<file path="src/rtl/seq_div20.sv">
// seq_div20: unsigned restoring divider, one quotient bit per clock.
// Start/busy/done handshake; results held until the next completion.
module seq_div20 #(
   parameter int WIDTH = 20
) (
   input  logic             clk,
   input  logic             rst_n,
   input  logic             start,
   input  logic [WIDTH-1:0] dividend,
   input  logic [WIDTH-1:0] divisor,
   output logic             busy,
   output logic             done,
   output logic [WIDTH-1:0] quotient,
   output logic [WIDTH-1:0] remainder,
   output logic             div_by_zero
);

   localparam int CW = $clog2(WIDTH + 1);

   typedef enum logic [1:0] {
      IDLE = 2'd0,
      RUN  = 2'd1,
      FIN  = 2'd2
   } state_t;

   state_t           state, state_nxt;
   logic [WIDTH-1:0] q, q_nxt;
   logic [WIDTH-1:0] d, d_nxt;
   logic [WIDTH-1:0] r, r_nxt;
   logic [CW-1:0]    cnt, cnt_nxt;
   logic [WIDTH-1:0] quo_nxt, rem_nxt;
   logic             dbz_nxt;
   logic [WIDTH:0]   rs, t;
   logic             last;

   // Partial remainder is always < D between steps, so its top bit
   // lives only in the shifted trial value rs, never in r itself.
   assign rs   = {r, q[WIDTH-1]};
   assign t    = rs - {1'b0, d};
   assign last = (cnt == CW'(WIDTH - 1));

   assign busy = (state == RUN);
   assign done = (state == FIN);

   always_ff @(posedge clk or negedge rst_n) begin
      if (!rst_n) begin
         state       <= IDLE;
         q           <= '0;
         d           <= '0;
         r           <= '0;
         cnt         <= '0;
         quotient    <= '0;
         remainder   <= '0;
         div_by_zero <= 1'b0;
      end else begin
         state       <= state_nxt;
         q           <= q_nxt;
         d           <= d_nxt;
         r           <= r_nxt;
         cnt         <= cnt_nxt;
         quotient    <= quo_nxt;
         remainder   <= rem_nxt;
         div_by_zero <= dbz_nxt;
      end
   end

   always_comb begin
      state_nxt = state;
      q_nxt     = q;
      d_nxt     = d;
      r_nxt     = r;
      cnt_nxt   = cnt;
      quo_nxt   = quotient;
      rem_nxt   = remainder;
      dbz_nxt   = div_by_zero;
      unique case (state)
         IDLE, FIN: begin
            state_nxt = IDLE;
            if (start) begin
               if (divisor == '0) begin
                  state_nxt = FIN;
                  quo_nxt   = '1;
                  rem_nxt   = dividend;
                  dbz_nxt   = 1'b1;
               end else begin
                  state_nxt = RUN;
                  q_nxt     = dividend;
                  r_nxt     = '0;
                  d_nxt     = divisor;
                  cnt_nxt   = '0;
               end
            end
         end
         RUN: begin
            if (!t[WIDTH]) begin
               r_nxt = t[WIDTH-1:0];
               q_nxt = {q[WIDTH-2:0], 1'b1};
            end else begin
               r_nxt = rs[WIDTH-1:0];
               q_nxt = {q[WIDTH-2:0], 1'b0};
            end
            cnt_nxt = cnt + CW'(1);
            if (last) begin
               state_nxt = FIN;
               quo_nxt   = q_nxt;
               rem_nxt   = r_nxt;
               dbz_nxt   = 1'b0;
            end
         end
         default: state_nxt = IDLE;
      endcase
   end

endmodule
</file>
<file path="config.mk">
export PLATFORM = sky130hd
export DESIGN_NAME = seq_div20
export DESIGN_NICKNAME = d
export VERILOG_FILES = /design/src/rtl/seq_div20.sv
export SDC_FILE = /design/constraint.sdc
export NUM_CORES = 1
export LEC_CHECK = 0
export CORE_ASPECT_RATIO = 1.25
export CORE_MARGIN = 3
export CORE_UTILIZATION = 35
export DETAILED_ROUTE_END_ITERATION = 16
export SLEW_MARGIN = 20
export SYNTH_ARGS = -nofsm -noshare
export SYNTH_HDL_FRONTEND = slang
export SYNTH_SLANG_ARGS = --single-unit
</file>
<file path="constraint.sdc">
create_clock -name clk -period 3.8 [get_ports clk]
set_input_delay 0.95 -clock clk [delete_from_list [all_inputs] [get_ports clk]]
set_output_delay 0.95 -clock clk [all_outputs]
set_load 0.05 [all_outputs]
</file>
==> metrics <==
critical path startpoint=q[19]$_DFFE_PN0P_; library cells used by synthesis=66; DRC Markers=0; crit-path max FO=18; synthesized area=5940 um^2; CTS resizes=0; final setup vio count=0; antenna violations before repair=0; CTS root buffer=clkbuf_16; Layout Nets=773; area leader, netlist=dfrtp_1; Multi-input gate area=2950 um^2; fin crit share=0.828; first-pass GRT wire length=26800 um; Die ar.=18600 um^2; GRT Total Usage=0.183; Hold Path Class=register to register; FP Rows=52; Die Height=152 um; leakage=3.01 nW; Max Fclk=0.318 GHz; post-route minimum period=3.15 ns; Routed WL per cell=17.8 um; largest net degree at the start of global routing=79; status=finished clean; sequential area share after synthesis=0.455; Synth warnings=0; FF-to-FF Start=q[19]$_DFFE_PN0P_; most common flop cell mapped by yosys=dfrtp_1; overall power=6.36 mW; syn_area_per_cell=9.38 um^2; drt initial violations=440; crit path DAT=3.35 ns; I/O pin total=86; Mapped Nets=698; Final Slew Violations=0; Worst Reg-to-Reg Cells=10; dominant cells by area after synthesis=dfrtp_1 (46%), nand2_1 (5.6%), ha_1 (4.4%), mux2_2 (4.0%), o21ai_0 (3.5%); number of buffers added on ports=85; actual slew at the worst max-slew pin=0.669 ns; # Max-Cap Violations=0; GRT overflow=0; PwrDens=867 nW/um^2; CP Launch Type=register; # fillers=1609; Final ANT Viol Nets=0; #FFs+latches synth=108; Required @ worst endpoint=4.01 ns; final hold vios=0; vias post-DR=5124; Synth async-reset ratio=1.00; Area Overhead vs Synth=23.4%; clk_skew=0.0128 ns; hold_ws=0.489 ns; Die Width=123 um; share of the synthesized area in the top cell type=0.455; Hold Buf Count CTS=0; Setup Crit Path Kind=register to register; vias per inst=5.52; HPWL Detailed=12400 um; Clock Path Buffers=2; initial core utilization=0.362; Post-Route WL=16500 um; cts bufs inserted=9; final setup TNS=0 ns; Post-synth EDFFs=0; worst relative slew slack=0.550; RSZ-0062 raised after global routing=no; postcts setup bufs=0; H-tree depth=3; vias in the first global route=5214; Sink Count=108; routability cong.=0.972; clock slew at reported path FFs=0.08 ns; First-pass DRT Iterations=5; Worst-Skew Late Latency=0.36 ns; register area=2700 um^2; Mapped Cells=633; share of post-route cells with drive strength above 1=0.101; TritonCTS clock tree=built; number of diodes=0; maximum VDD drop=271 uV; Worst Setup End Kind=register; core area=16400 um^2; hold path cells=1; Hold Crit Start=quotient[3]$_DFFE_PN0P_
## metal layers
metal | GRT usage | routed length (um)
met5 | 0 | 0
met4 | 0.0605 | 289
met1 | 0.241 | 7390
met2 | 0.305 | 7960
met3 | 0.0312 | 848
## critical path, cell delays in order (launching register included)
cell,delay [ns]
dfrtp_1,0.34
inv_1,0.09
ha_1,0.24
fa_1,0.39
nand2b_1,0.21
a21oi_1,0.32
o211ai_1,0.22
nand4_2,0.24
and3_4,0.42
mux2i_1,0.37
o21ai_0,0.14
## state kept, by name, indices dropped and copies added, names as in the netlist
name,count
d,20
q,20
quotient,20
r,20
remainder,20
cnt,5
state,2
div_by_zero,1
## cells in the final DEF (no fill, tap or decap), drive strengths merged, types with 9 or more instances in the layout
cell             n
o22a            19
a31oi           30
a21oi           34
inv             36
o21ai           44
o211ai          11
dfrtp          108
buf             17
nor2            50
ha              21
nand2           91
clkbuf           9
nand3           24
clkdlybuf4s50   83
mux2            21
a22oi           10
## cell type report
| type | instances | area share |
|---|---|---|
| timing repair buffer | 100 | 0.134 |
| sequential | 108 | 0.369 |
| clock inverter | 7 | 0.0106 |
| tap | 216 | 0.0369 |
| clock buffer | 9 | 0.0307 |
| multi-input combinational | 456 | 0.402 |
| inverter | 33 | 0.0169 |
## logic make-up (layout without fill, tap and decap cells)
family,Yosys count,count (layout),synth area share
simple gates,206,206,0.158
compound gates,185,185,0.214
flops,108,108,0.455
buf+inv,69,149,0.0491
mux,29,29,0.0554
fa+ha+maj,22,22,0.0476
xor+xnor,14,14,0.0206
## metrics by stage
step / instances / worst slack [ns] / cell area (um^2) / utilization
after global routing: 929 / 0.443 / 7330 / 0.447
final: 929 / 0.653 / 7330 / 0.447
after floorplan: 633 / 1.17 / 5940 / -
after detailed placement: 913 / 0.464 / 7030 / 0.429
after CTS: 929 / 0.642 / 7330 / 0.447
after global placement: 913 / 0.464 / 7030 / 0.429
## final timing paths
check / slack, ns / to
max in group asynchronous: 2.51 / r[10]$_DFFE_PN0P_
min in group asynchronous: 0.52 / q[16]$_DFFE_PN0P_
max reg2reg: 0.65 / r[7]$_DFFE_PN0P_
max: 0.65 / r[7]$_DFFE_PN0P_
min reg2reg: 0.49 / quotient[3]$_DFFE_PN0P_
min: 0.49 / quotient[3]$_DFFE_PN0P_
## report_power, final
group          switching (mW)  leakage (nW)  internal [mW]  total, mW
registers               0.342          1.25           1.57       1.91
clock network           0.481         0.150          0.470      0.950
logic                    2.20          1.61           1.29       3.49
total                    3.02          3.01           3.33       6.36
## synth_stat cells, types with 4 or more instances
| master | count |
|---|---|
| a22oi_1 | 10 |
| a21oi_1 | 34 |
| dfrtp_1 | 108 |
| nor3_1 | 6 |
| xor2_1 | 7 |
| o22a_1 | 19 |
| nor4_1 | 7 |
| mux2_2 | 21 |
| o21ai_0 | 42 |
| a211oi_1 | 4 |
| xnor2_1 | 7 |
| clkbuf_1 | 23 |
| nand2b_1 | 5 |
| nand3_1 | 23 |
| a31oi_1 | 29 |
| mux2i_1 | 7 |
| nor2_1 | 50 |
| buf_2 | 4 |
| nand2_1 | 89 |
| o31ai_1 | 5 |
| inv_1 | 32 |
| o211ai_1 | 10 |
| buf_1 | 4 |
| nand4_1 | 7 |
| ha_1 | 21 |
(Power assumes the default switching activity.)
